File: src/rtl/sprite_loader_pkg.sv
// -----------------------------------------------------------------------------
// sprite_loader_pkg
//
// Shared sprite-RAM constants and types for the sprite subsystem.
//   SPR_ADDR_W : sprite-RAM word address width (12 -> 4096 words)
//   SPR_DATA_W : sprite-RAM word width (8-bit pixel bytes)
//   SPR_SUM_W  : width of the load checksum reported by sprite_loader
//
// The loader's state encoding is deliberately kept local to sprite_loader.
// The optional checksum adder is enabled with SPRITE_LOADER_CHECKSUM_EN.
// -----------------------------------------------------------------------------
package sprite_loader_pkg;

    localparam int SPR_ADDR_W = 12;
    localparam int SPR_DATA_W = 8;
    localparam int SPR_SUM_W  = 16;

    typedef logic [SPR_ADDR_W-1:0] spr_addr_t;
    typedef logic [SPR_DATA_W-1:0] spr_data_t;
    typedef logic [SPR_SUM_W-1:0]  spr_sum_t;

    // Wrapping byte accumulate used by the load checksum.
    function automatic spr_sum_t sum_add(input spr_sum_t acc, input spr_data_t b);
        return acc + spr_sum_t'(b);
    endfunction

endpackage : sprite_loader_pkg

File: src/rtl/sprite_loader_if.sv
// -----------------------------------------------------------------------------
// sprite_loader_if
//
// Bundles the sprite loader's request, pixel stream, RAM write port and
// status signals.
//   master : the requester / stream source / environment (drives start,
//            base_addr, length, vblank, in_valid, in_data)
//   slave  : the sprite_loader itself (drives in_ready, wr_*, busy, done,
//            checksum)
// clk and rst_n are not part of the bundle; they stay plain module ports.
// -----------------------------------------------------------------------------
interface sprite_loader_if;
    import sprite_loader_pkg::*;

    // Load request
    logic      start;
    spr_addr_t base_addr;
    spr_addr_t length;

    // Raster timing
    logic      vblank;

    // Source pixel stream
    logic      in_valid;
    spr_data_t in_data;
    logic      in_ready;

    // Sprite-RAM write port
    spr_addr_t wr_addr;
    spr_data_t wr_data;
    logic      wr_en;

    // Status
    logic      busy;
    logic      done;
    spr_sum_t  checksum;

    modport master (
        output start, base_addr, length, vblank, in_valid, in_data,
        input  in_ready, wr_addr, wr_data, wr_en, busy, done, checksum
    );

    modport slave (
        input  start, base_addr, length, vblank, in_valid, in_data,
        output in_ready, wr_addr, wr_data, wr_en, busy, done, checksum
    );

endinterface : sprite_loader_if

File: src/rtl/sprite_loader.sv
// -----------------------------------------------------------------------------
// sprite_loader
//
// Copies a stream of pixel bytes into the external sprite RAM, writing only
// while the raster is in vertical blank so the sprite controllers' read port
// never sees a half-updated sprite during active video.
//
// Ports:
//   clk    : pixel clock of the sprite controllers
//   rst_n  : synchronous, active-low reset (sampled on rising clk)
//   bus    : sprite_loader_if.slave
//            start/base_addr/length : load request, sampled when accepted
//            vblank                 : write window
//            in_valid/in_data/in_ready : source stream (beat on valid&ready)
//            wr_addr/wr_data/wr_en  : sprite-RAM write port, one cycle after
//                                     the beat transferred
//            busy/done/checksum     : status; done pulses with the last write
//
// Configuration:
//   SPRITE_LOADER_CHECKSUM_EN defined   : checksum is the 16-bit wrapping sum
//                                         of the bytes of the current load.
//   SPRITE_LOADER_CHECKSUM_EN undefined : checksum tied to zero, no adder.
// -----------------------------------------------------------------------------
module sprite_loader
    import sprite_loader_pkg::*;
(
    input  logic            clk,
    input  logic            rst_n,
    sprite_loader_if.slave  bus
);

    typedef enum logic [1:0] {
        IDLE       = 2'd0,
        WAIT_BLANK = 2'd1,
        WRITE      = 2'd2,
        DONE       = 2'd3
    } state_t;

    state_t    state_q;
    state_t    state_d;

    spr_addr_t base_q;      // first word address of the current load
    spr_addr_t len_q;       // number of words in the current load
    spr_addr_t idx_q;       // index of the next beat to accept

    logic      wr_en_q;
    spr_addr_t wr_addr_q;
    spr_data_t wr_data_q;

    logic      start_ok;    // request accepted this cycle
    logic      xfer;        // stream beat transfers this cycle
    logic      last_beat;   // the transferring beat is the final one

    // -------------------------------------------------------------------------
    // Handshake
    // -------------------------------------------------------------------------
    // Ready is also gated by rst_n so a beat offered in the reset cycle is
    // never accepted, leaving the source to present it again later.
    assign bus.in_ready = rst_n && (state_q == WRITE) && bus.vblank;
    assign xfer         = bus.in_valid && bus.in_ready;
    assign start_ok     = (state_q == IDLE) && bus.start;
    assign last_beat    = xfer && (idx_q == (len_q - spr_addr_t'(1)));

    // -------------------------------------------------------------------------
    // State register
    // -------------------------------------------------------------------------
    // NOTE: clocked state uses non-blocking (<=) so every flop samples the
    // pre-edge values; blocking here would create order-dependent races.
    always_ff @(posedge clk) begin
        if (!rst_n) begin
            state_q <= IDLE;
        end else begin
            state_q <= state_d;
        end
    end

    // -------------------------------------------------------------------------
    // Next-state and status outputs
    // -------------------------------------------------------------------------
    // NOTE: every signal assigned in this block gets a default first, so no
    // path through the case leaves one unassigned and no latch is inferred.
    always_comb begin
        state_d  = state_q;
        bus.busy = 1'b1;
        bus.done = 1'b0;

        case (state_q)
            IDLE: begin
                bus.busy = 1'b0;
                if (bus.start) begin
                    // An empty load has nothing to wait for.
                    state_d = (bus.length == '0) ? DONE : WAIT_BLANK;
                end
            end

            WAIT_BLANK: begin
                if (bus.vblank) begin
                    state_d = WRITE;
                end
            end

            WRITE: begin
                // last_beat implies vblank, so it takes priority safely.
                if (last_beat) begin
                    state_d = DONE;
                end else if (!bus.vblank) begin
                    state_d = WAIT_BLANK;
                end
            end

            DONE: begin
                // Coincides with the final RAM write (registered one cycle
                // after the last beat), or the cycle after an empty start.
                bus.done = 1'b1;
                state_d  = IDLE;
            end

            default: begin
                state_d = IDLE;
            end
        endcase
    end

    // -------------------------------------------------------------------------
    // Load context and RAM write port
    // -------------------------------------------------------------------------
    always_ff @(posedge clk) begin
        if (!rst_n) begin
            base_q    <= '0;
            len_q     <= '0;
            idx_q     <= '0;
            wr_en_q   <= 1'b0;
            wr_addr_q <= '0;
            wr_data_q <= '0;
        end else begin
            // A write happens exactly in the cycle after a transfer and never
            // otherwise, so stalls and blanking gaps produce no writes.
            wr_en_q <= xfer;

            if (start_ok) begin
                base_q <= bus.base_addr;
                len_q  <= bus.length;
                idx_q  <= '0;
            end else if (xfer) begin
                idx_q     <= idx_q + spr_addr_t'(1);
                // 12-bit add wraps past the top of sprite RAM by design.
                wr_addr_q <= base_q + idx_q;
                wr_data_q <= bus.in_data;
            end
        end
    end

    assign bus.wr_en   = wr_en_q;
    assign bus.wr_addr = wr_addr_q;
    assign bus.wr_data = wr_data_q;

    // -------------------------------------------------------------------------
    // Optional load checksum
    // -------------------------------------------------------------------------
`ifdef SPRITE_LOADER_CHECKSUM_EN
    spr_sum_t sum_q;

    // Accumulating on the transfer makes the sum complete in the same cycle
    // as the final write and done, and it then holds until the next start.
    always_ff @(posedge clk) begin
        if (!rst_n) begin
            sum_q <= '0;
        end else if (start_ok) begin
            sum_q <= '0;
        end else if (xfer) begin
            sum_q <= sum_add(sum_q, bus.in_data);
        end
    end

    assign bus.checksum = sum_q;
`else
    assign bus.checksum = '0;
`endif

endmodule : sprite_loader

File: src/flat_wrapper.sv
// flat-port wrapper written by rule: the top's interface ports become plain ports
module sprite_loader_flat import sprite_loader_pkg::*;
  (clk, rst_n, bus_start, bus_base_addr, bus_length, bus_vblank, bus_in_valid, bus_in_data, bus_in_ready, bus_wr_addr, bus_wr_data, bus_wr_en, bus_busy, bus_done, bus_checksum);
  sprite_loader_if bus_i ();
  input  logic clk;
  input  logic rst_n;
  input wire logic [$bits(bus_i.start)-1:0] bus_start;
  input wire logic [$bits(bus_i.base_addr)-1:0] bus_base_addr;
  input wire logic [$bits(bus_i.length)-1:0] bus_length;
  input wire logic [$bits(bus_i.vblank)-1:0] bus_vblank;
  input wire logic [$bits(bus_i.in_valid)-1:0] bus_in_valid;
  input wire logic [$bits(bus_i.in_data)-1:0] bus_in_data;
  output wire logic [$bits(bus_i.in_ready)-1:0] bus_in_ready;
  output wire logic [$bits(bus_i.wr_addr)-1:0] bus_wr_addr;
  output wire logic [$bits(bus_i.wr_data)-1:0] bus_wr_data;
  output wire logic [$bits(bus_i.wr_en)-1:0] bus_wr_en;
  output wire logic [$bits(bus_i.busy)-1:0] bus_busy;
  output wire logic [$bits(bus_i.done)-1:0] bus_done;
  output wire logic [$bits(bus_i.checksum)-1:0] bus_checksum;
  assign bus_i.start = bus_start;
  assign bus_i.base_addr = bus_base_addr;
  assign bus_i.length = bus_length;
  assign bus_i.vblank = bus_vblank;
  assign bus_i.in_valid = bus_in_valid;
  assign bus_i.in_data = bus_in_data;
  assign bus_in_ready = bus_i.in_ready;
  assign bus_wr_addr = bus_i.wr_addr;
  assign bus_wr_data = bus_i.wr_data;
  assign bus_wr_en = bus_i.wr_en;
  assign bus_busy = bus_i.busy;
  assign bus_done = bus_i.done;
  assign bus_checksum = bus_i.checksum;
  sprite_loader u_core (.clk(clk), .rst_n(rst_n), .bus(bus_i));
endmodule
File: config.mk
export PLATFORM = sky130hd
export DESIGN_NAME = sprite_loader_flat
export DESIGN_NICKNAME = d
export VERILOG_FILES = /design/src/rtl/sprite_loader_pkg.sv /design/src/rtl/sprite_loader_if.sv /design/src/rtl/sprite_loader.sv /design/src/flat_wrapper.sv
export SDC_FILE = /design/constraint.sdc
export NUM_CORES = 1
export LEC_CHECK = 0
export ABC_AREA = 1
export CORE_ASPECT_RATIO = 0.7
export CORE_MARGIN = 4
export CORE_UTILIZATION = 32
export DETAILED_ROUTE_END_ITERATION = 10
export PLACE_DENSITY = 0.55
export SLEW_MARGIN = 10
export SYNTH_ARGS = -nofsm -noshare
export SYNTH_HDL_FRONTEND = slang
export SYNTH_SLANG_ARGS = --single-unit
File: constraint.sdc
create_clock -name clk -period 2.3 [get_ports clk]
set_input_delay 0.46 -clock clk [delete_from_list [all_inputs] [get_ports clk]]
set_output_delay 0.46 -clock clk [all_outputs]
set_load 0.01 [all_outputs]
# Yosys cells after proc, flatten, opt, wreduce, memory -nomap -nowiden
# Cells that the tools add are included.
# classes
n_addsub	3
eq_ne	7
muxes	8
n_bitwise	2
n_reduce_logical	10
# op_table
cell	count
$add A12 B1 Y12 const B	1
$add A12 B12 Y12	1
$eq A12 B12 Y1	1
$logic_not A12 Y1	1
$sub A12 B1 Y12 const B	1
$mux W2	5
$pmux W2 S4	1
$logic_and A1 B1 Y1	5
$eq A2 B2 Y1 const B	2
$ne A2 B2 Y1 const B	2
$ne A3 B2 Y1 const B	1
$reduce_and A3 Y1	1
$eq A2 B1 Y1 const B	1
$logic_not A2 Y1	1
$mux W1	2
$not A1 Y1	2
$reduce_and A2 Y1	1
$reduce_or A2 Y1	1
# totals
reg_bits	59
inputBits	37
out_inout_bits	40
word_cells	37

# Depth between registers and ports, before layout
# Gate-level depths: netlist of the first run.
# logic_depth
depth_word	7
ltp_mapped	17
ltp_nobuf	17

# Worst setup path before layout of the first run
# No wires, ideal clock.
# synth_timing
path_type	reg2reg
start	register u_core.idx_q[2]
end	register u_core.wr_addr_q[7], in the netlist u_core.bus.wr_addr[7]
setup_ns	0.058
t_arrival_ns	1.698
required_time_ns	2.242
slack_ns	0.544
stages_incl_launch_ff	12
path_buffers	0
synth_period_minus_slack_ns	1.756
cell_sequence	dfxtp_1 -> ha_1 -> a21oi_1 -> nand2_1 -> nand2_1 -> nand2_1 -> a21oi_1 -> o21ai_1 -> or2_0 -> nand2_1 -> o211ai_1 -> inv_1
# synth_via
elab_chain_len	1
# synth_rtl
item	line_no	source
from (decl)	sprite_loader.sv:44	spr_addr_t idx_q;
from (signal assigned)	sprite_loader.sv:145	idx_q <= idx_q + spr_addr_t'(1);
$add A12 B12 Y12	sprite_loader.sv:147	wr_addr_q <= base_q + idx_q;
to (signal assigned)	sprite_loader.sv:147	
to (decl)	sprite_loader.sv:47	spr_addr_t wr_addr_q;
# Every way passes these cells.
# A chain may end at the register's enable or synchronous reset.

# Final worst setup path of the first run
# layout_timing
start	input rst_n
end	output bus_in_ready
# layout_via
elab_chain_len	2
# layout_rtl
item	line_no	source
from (decl)	flat_wrapper.sv:6	input logic rst_n;
$logic_and A1 B1 Y1 (2 in a row)	sprite_loader.sv:59	assign bus.in_ready = rst_n && (state_q == WRITE) && bus.vblank;
to (decl)	flat_wrapper.sv:13	output wire logic [$bits(bus_i.in_ready)-1:0] bus_in_ready;
# Every way passes these cells.

==> key figures, run 1 <==
Critical path
  – Crit path kind: in -> out
  – Crit path from: rst_n
  – CP endpoint: bus_in_ready
  – Crit Path Max Fanout: 13
  – Crit start category: input port
  – Worst Path Required: between 1.5 and 2 ns
  – Reg2Reg Depth: 15
  – Crit path DAT: roughly 1.6 ns
  – Setup crit end kind: primary output
  – FF-to-FF End: u_core.state_q[0]
  – Worst R2R Start: u_core.len_q[0]
  – R2r setup slk: about 0.27 ns

GRT
  – GRT Overall Usage: 15.0%
  – Remaining Overflow, GRT: 0
  – First-pass GRT wire length: around 15,000 um
  – Largest net degree at the start of global routing: 34
  – Vias in the first global route: 3,076
  – Initial antenna violation count: 0

STA
  – Fin crit period: 2.07 ns
  – RSZ-0062 raised after global routing: false
  – Final period util: about nine tenths
  – Fin. max-slew vios: 0
  – Fmax: a little under 500 MHz
  – Final setup fails: 0
  – Worst Slack Setup Final: between 0.2 and 0.25 ns
  – Setup Skew: 0.00698 ns
  – Final hold violation count: 0

Power
  – Clock Power Share: ~46%
  – Max IR drop VDD: ~0.0004 V
  – Total Power Consumption: approximately 3600 uW
  – Power Density: between 700 and 800 nW/um^2
  – Reg power frac: between 30% and 40%
  – Int Power: roughly 2600 uW
  – Leak: around 0.002 uW
  – Switching power: 1010 uW
  – Comb pwr share: a little over a fifth
  – Switching Fraction: 28.2%

Finish
  – Nets: 622
  – Filler cell count: roughly 1,100
  – Area Growth Syn to Fin: 33.3%
  – Layout cells sized above 1: 6.77%
  – Commonest cells after routing, fill and taps aside: 92 x nor2_1, 86 x nand2_1, 59 x clkdlybuf4s50_1, 59 x dfxtp_1, 58 x inv_1
  – Post-layout util: ~44%
  – Diode count: 0
  – Most common cell after layout, fill and taps aside: nor2_1

Run
  – Max_cap viols: 0

CTS
  – Clock Tree Root: clkbuf_16
  – Clk_lat worst skew: roughly 0.33 ns
  – Num CTS Buffers: 9
  – Sink Count: 59
  – Post_cts resized: 1
  – Post-CTS setup buffers: 0
  – Hold-fix buffers, CTS: 0
  – Maximum root-to-sink buffer count: 2
  – CTS tree: done
  – Clock slew at the register clock pins of the worst setup and hold paths: around 0.05 ns
  – H-tree Lvls: 3

Synth
  – YS warnings: 0
  – Synth cell types: 33
  – Seq cells post-synth: roughly 60
  – Post-synthesis sequential area ratio: 35.0%
  – Post-Syn Area: roughly 3400 sq um
  – Post-Syn Instances: about 500
  – Syn avg cell area: a little under 7 sq um

Die
  – Io pins: 77
  – Die width: 131 um
  – Die Ht: approximately 94 um
  – Initial Util: 32.7%
  – Core ar.: ~10,000 sq um
  – Die Area: roughly 12,000 sq um
  – FP Rows: 31

Run status
  – Status: complete, no violations

Route
  – DRT iter0 DRCs: 181
  – DRT Wirelength: between 8000 and 9000 um
  – Average wire per standard cell: between 10 and 15 um
  – Initial DRT Pass Iterations: 5
  – Via density per instance: 4.58
  – Via count: around 3,200
  – # DRC: 0
  – Antenna-violating nets left: 0

Placement
  – Post-DP HPWL: about 6800 um
  – Final GP Congestion: ~0.86
  – Worst Setup Slack post-DPL: -0.0437 ns
  – Port Buffers: 60

Worst hold path
  – Hold/Removal Path Class: reg -> reg
  – Hold_sp: u_core.len_q[1]
## flip-flops by register name (all words and copies together), names as in the netlist
| signal | count |
|---|---|
| u_core.base_q | 12 |
| u_core.bus.wr_addr | 12 |
| u_core.bus.wr_data | 8 |
| u_core.bus.wr_en | 1 |
| u_core.idx_q | 12 |
| u_core.len_q | 12 |
| u_core.state_q | 2 |
## synth_stat cells, drive strengths merged
master	number	area [sq um]
nor3	10	55.1
nand2	88	335
fa	1	20.0
a41oi	1	8.76
nor2	97	384
clkbuf	10	37.5
buf	19	135
or2	1	6.26
clkinv	1	3.75
ha	13	163
xnor2	9	78.8
inv	58	218
o211ai	2	15.0
a21oi	32	160
conb	1	3.75
dfxtp	59	1180
o21bai	2	15.0
o21ai	48	240
o2111ai	1	8.76
nand3b	3	22.5
nand3	25	130
o31ai	1	7.51
xor2	9	78.8
nand4	5	37.5
nor4	5	31.3
## power groups by stage
stage	Sequential [uW]	Combinational (uW)	Clock (uW)
2_1_floorplan	1180	534	0
3_3_place_gp	1190	758	0
3_5_place_dp	1190	765	0
4_1_cts	1170	775	1680
5_1_grt	1190	885	1730
6_report	1170	774	1650
## how the worst min path moves through the flow
stage / to / slack, ns / depth (start not counted)
3_5_place_dp: u_core.len_q[1] / 0.48 / 2
3_3_place_gp: u_core.len_q[1] / 0.48 / 2
6_report: u_core.len_q[1] / 0.49 / 2
2_1_floorplan: u_core.len_q[1] / 0.46 / 2
4_1_cts: u_core.len_q[1] / 0.49 / 2
5_1_grt: u_core.len_q[1] / 0.52 / 2
## cell families after synthesis
logic type | share of synthesized area [%]
AND/OR/NAND/NOR | 29.7
XOR/XNOR | 4.67
buffers and inverters | 11.7
flip-flops | 35.0
AO/OA/AOI/OAI | 13.5
other | 0.111
adder cells (fa/ha/maj) | 5.41
## final cells by class
type / count / area (sq um) / area share (%)
Multi-Input combinational cell: 369 / 1860 / 41.3
Sequential cell: 59 / 1180 / 26.2
Timing Repair Buffer: 73 / 709 / 15.8
Clock buffer: 9 / 225 / 5.00
Inverter: 59 / 221 / 4.92
Tap cell: 132 / 165 / 3.67
Clock inverter: 7 / 140 / 3.11
## metal layers
| layer | vias to the layer above | part of all wire (%) | GRT usage (%) |
|---|---|---|---|
| met2 | 75 | 40 | 21.3 |
| met5 | - | 0 | 0 |
| li1 | 1720 | - | - |
| met3 | 4 | 7.3 | 6.48 |
| met4 | 0 | 0.44 | 2.83 |
| met1 | 1444 | 52 | 21.0 |
## through the flow
stage / std cells / instance area [sq um] / hold slack [ns] / setup TNS [ns]
finish: 708 / 4500 / 0.487 / 0
global route: 708 / 4500 / 0.517 / 0
CTS: 708 / 4500 / 0.495 / 0
detailed placement: 692 / 4140 / 0.482 / -0.0667
global placement: 692 / 4140 / 0.482 / -0.0505
floorplan: 516 / 3430 / 0.459 / 0
## worst max-delay path, cell delays in order
cell             delay [ns]
clkdlybuf4s50_1        0.50
buf_12                 0.14
nand4_2                0.14
inv_1                  0.09
dlygate4sd2_1          0.27
No activity file was read; power rests on OpenSTA's default activity.
==> run 2, diff against run 1 <==
--- a/config.mk
+++ b/config.mk
@@ -10,6 +10,7 @@
 export CORE_MARGIN = 4
 export CORE_UTILIZATION = 32
 export DETAILED_ROUTE_END_ITERATION = 10
+export GPL_ROUTABILITY_DRIVEN = 0
 export PLACE_DENSITY = 0.55
 export SLEW_MARGIN = 10
 export SYNTH_ARGS = -nofsm -noshare
==> results of run 2 <==
Same layout as run 1: the final DEF is identical, and so are final timing and power.
==> run 3, diff against run 2 <==
--- a/config.mk
+++ b/config.mk
@@ -5,7 +5,6 @@
 export SDC_FILE = /design/constraint.sdc
 export NUM_CORES = 1
 export LEC_CHECK = 0
-export ABC_AREA = 1
 export CORE_ASPECT_RATIO = 0.7
 export CORE_MARGIN = 4
 export CORE_UTILIZATION = 32
==> run 3 against run 2 <==
Clock-buffer cell count is the same. Worst setup slack lost 0.14 ns. Synthesized cell count shrank 18%. Sequential share of layout area grew 0.65 points. Non-clock buffer count grew 6. Register-to-register slack lost 0.09 ns. Critical path depth grew 3. Utilization grew 0.58 points. Routed wire length grew 2.4%. Fmax shrank 6.2%. Critical endpoint is now u_core.state_q[0]. Largest power group unchanged.
==> key figures, run 3 <==
STA
  – Fin. max-slew vios: 0 (unchanged)
  – Final setup fails: 0 (unchanged)
  – RSZ-0062 raised after global routing: false (unchanged)
  – Worst slew pin tran: roughly 0.55 ns
  – Fin crit period: 2.20 ns (was 2.07 ns)
  – Relative slew margins: between 60% and 70%
  – Final period util: 95.9% (was 89.9%)
  – Fmax: 454 MHz (was 484 MHz)
  – Setup Skew: 0.00634 ns (was 0.00698 ns)
  – Hold Slack: 0.460 ns (was 0.487 ns)
  – Final hold violation count: 0 (unchanged)

Finish
  – Area Growth Syn to Fin: 31.7% (was 33.3%)
  – Most common cell after layout, fill and taps aside: nand2_1 (was nor2_1)
  – Post-layout util: 44.2% (was 43.6%)
  – Commonest cells after routing, fill and taps aside: 83 x nand2_1, 59 x clkdlybuf4s50_1, 58 x dfxtp_1 (was 92 x nor2_1, 86 x nand2_1, 59 x clkdlybuf4s50_1, 59 x dfxtp_1, 58 x inv_1)
  – Layout cells sized above 1: 9.58% (was 6.77%)
  – Nets: 526 (was 622)
  – Non-filler instance count after layout: 608 (was 708)
  – Post-route design area: 4400 sq um (was 4500 sq um)
  – Diode count: 0 (unchanged)

Critical path
  – Crit start category: input port (unchanged)
  – Crit-path leading delay family: simple AND/OR/NAND/NOR gates (was buffers and inverters)
  – Worst Path Required: 2.54 ns (was 1.84 ns)
  – Crit path DAT: 2.45 ns (was 1.61 ns)
  – Largest stage delay, worst path: 0.60 ns (was 0.50 ns)
  – Slowest stage cell on the critical path: clkdlybuf4s50_1 (unchanged)
  – Reg2Reg Depth: 9 (was 15)
  – Crit Path Max Fanout: 5 (was 13)
  – Crit path kind: in -> reg (was in -> out)
  – Setup crit end kind: flip-flop (was primary output)
  – WP depth: 8 (was 5)
  – CP bufs+invs: 2 (was 4)
  – CP cell instances: clkdlybuf4s50_1 -> and4b_2 -> nand2_1 -> inv_2 -> nand4_1 -> a2111oi_2 -> nand4_1 -> a311oi_2 (was clkdlybuf4s50_1 -> buf_12 -> nand4_2 -> inv_1 -> dlygate4sd2_1)
  – Worst path most repeated cell: nand4_1

Power
  – Clock Power Share: 45.4% (was 45.8%)
  – Int Power: 2010 uW (was 2580 uW)
  – Power Density: 637 nW/um^2 (was 798 nW/um^2)
  – Leak: 0.00171 uW (was 0.00201 uW)
  – Switching power: 788 uW (was 1010 uW)
  – Reg power frac: 39.3% (was 32.6%)
  – Max IR drop VDD: 0.000348 V (was 0.000402 V)
  – Switching Fraction: 28.1% (was 28.2%)
  – Comb pwr share: 15.2% (was 21.5%)

Die
  – Die Ht: 93.5 um (was 94.0 um)
  – Die width: 130 um (was 131 um)
  – Core ar.: 9950 sq um (was 10,300 sq um)
  – FP Rows: 30 (was 31)
  – Io pins: 77 (unchanged)
  – Die Area: 12,200 sq um (was 12,300 sq um)
  – Initial Util: 33.6% (was 32.7%)

CTS
  – Clock Tree Root: clkbuf_16 (unchanged)
  – Clock slew at the register clock pins of the worst setup and hold paths: 0.06 ns (was 0.05 ns)
  – Hold-fix buffers, CTS: 0 (unchanged)
  – Clk_lat worst skew: 0.33 ns (about the same)
  – Post-CTS setup buffers: 0 (unchanged)
  – Sink Count: 59 (unchanged)
  – H-tree Lvls: 3 (unchanged)
  – CTS tree: done (unchanged)
  – Num CTS Buffers: 9 (unchanged)
  – Maximum root-to-sink buffer count: 2 (unchanged)

Route
  – DRT Wirelength: 9030 um (was 8820 um)
  – # DRC: 0 (unchanged)
  – Via density per instance: 4.94 (was 4.58)
  – Initial DRT Pass Iterations: 4 (was 5)
  – DRT iter0 DRCs: 161 (was 181)
  – Average wire per standard cell: 14.9 um (was 12.5 um)
  – Antenna-violating nets left: 0 (unchanged)
  – Via count: 3,002 (was 3,243)

GRT
  – GRT Overall Usage: 15.5% (was 15.0%)
  – Largest net degree at the start of global routing: 53 (was 34)
  – Initial antenna violation count: 0 (unchanged)
  – Vias in the first global route: 2,889 (was 3,076)
  – Remaining Overflow, GRT: 0 (unchanged)
  – First-pass GRT wire length: 14,700 um (was 14,600 um)

Synth
  – Post-synth EDFFs: 0 (unchanged)
  – Post-synthesis sequential area ratio: 35.4% (was 35.0%)
  – Area leader, netlist: dfxtp_1 (unchanged)
  – Most frequent cell after synthesis: nand2_1 (was nor2_1)
  – Top cells by area, synth: dfxtp_1 35%, nand2_1 9.3%, a21boi_0 5.4% (was dfxtp_1 35%, nor2_1 10%, nand2_1 9.6%)
  – Post-Syn Area: 3340 sq um (was 3380 sq um)
  – Most used flip-flop cell after synthesis: dfxtp_1 (unchanged)
  – Seq cells post-synth: 59 (unchanged)
  – Post-synth top area share: 35.4% (was 35.0%)
  – Async set-reset flop share out of synthesis: 0% (unchanged)
  – Synth cell types: 58 (was 33)
  – Most frequent cells after synthesis: 83 x nand2_1, 59 x dfxtp_1, 24 x a21boi_0 (was 93 x nor2_1, 86 x nand2_1, 59 x dfxtp_1)
  – Syn avg cell area: 8.16 sq um (was 6.74 sq um)
  – YS warnings: 0 (unchanged)
  – Post-Syn Instances: 409 (was 501)

Placement
  – Inst Count DP: 592 (was 692)
  – Post-DP HPWL: 6960 um (was 6810 um)
  – Port Buffers: 60 (unchanged)
  – DP Area: 4100 sq um (was 4140 sq um)

Run
  – Max_cap viols: 0 (unchanged)

Run status
  – Status: complete, no violations (unchanged)

Worst hold path
  – Hold Crit Depth: 2 (unchanged)
  – Hold/Removal Path Class: reg -> reg (unchanged)
run 3: changes by cell type in the layout (fill, tap and decap cells not counted), moves of 9 or more:
cell,delta
xor2_1,+9
o21ai_0,-35
inv_1,-50
a21boi_1,+10
nand3_1,-11
nor2_1,-71
a21oi_1,-26
a21boi_0,+24
run 3: logic make-up after synthesis:
family / synth area share (%)
fa+ha+maj: 5.47
buf+inv: 7.23
xor+xnor: 7.83
compound gates: 20.7
other cells: 0.112
flops: 35.4
simple gates: 22.7
mux: 0.599
run 3: cell type report:
| type | instances | area [sq um] |
|---|---|---|
| repair buffers | 79 | 754 |
| fillers | 1001 | 5550 |
| inverters | 9 | 33.8 |
| clock buffers | 9 | 225 |
| multi-input cells | 317 | 1980 |
| well taps | 128 | 160 |
| clock inverters | 7 | 58.8 |
| flip-flops and latches | 59 | 1180 |
run 3: path summary, 6_finish.rpt:
check	endpoint	start	slack, ns
max reg2reg	u_core.bus.wr_addr[10]	u_core.idx_q[0]	0.18
min	u_core.bus.wr_data[6]	u_core.bus.wr_data[6]	0.46
min reg2reg	u_core.bus.wr_data[6]	u_core.bus.wr_data[6]	0.46
max	u_core.state_q[0]	bus_vblank	0.1
run 3: per-stage QoR:
| stage | setup TNS, ns | power [uW] | setup slack, ns |
|---|---|---|---|
| detailed placement | -0.783 | 1550 | -0.245 |
| floorplan | 0 | 1390 | 0.0927 |
| global placement | -0.309 | 1540 | -0.123 |
| global route | 0 | 2940 | 0.0333 |
| finish | 0 | 2800 | 0.0953 |
| CTS | 0 | 2830 | 0.0253 |
run 3: worst min-delay path, stage by stage, from the launching register on:
cell      delay [ns]
dfxtp_1         0.31
nand2_1         0.04
a21boi_0        0.06
run 3: power by group through the flow:
stage,Combinational [uW],Clock (uW),Sequential [uW]
2_1_floorplan,281,0,1110
3_3_place_gp,415,0,1120
3_5_place_dp,422,0,1120
4_1_cts,423,1310,1100
5_1_grt,471,1360,1110
6_report,426,1270,1100
run 3: routing by layer:
| layer | global-route usage (%) | share of wire [%] |
|---|---|---|
| met1 | 23.7 | 53 |
| met4 | 4.24 | 0.65 |
| met5 | 0 | 0 |
| met3 | 4.57 | 7.0 |
| met2 | 20.5 | 39 |
run 3: what timing repair did:
action                     4_1_cts  5_1_grt
gates resized for setup          2        3
pin swaps                        0        2
setup endpoints to repair        1        3
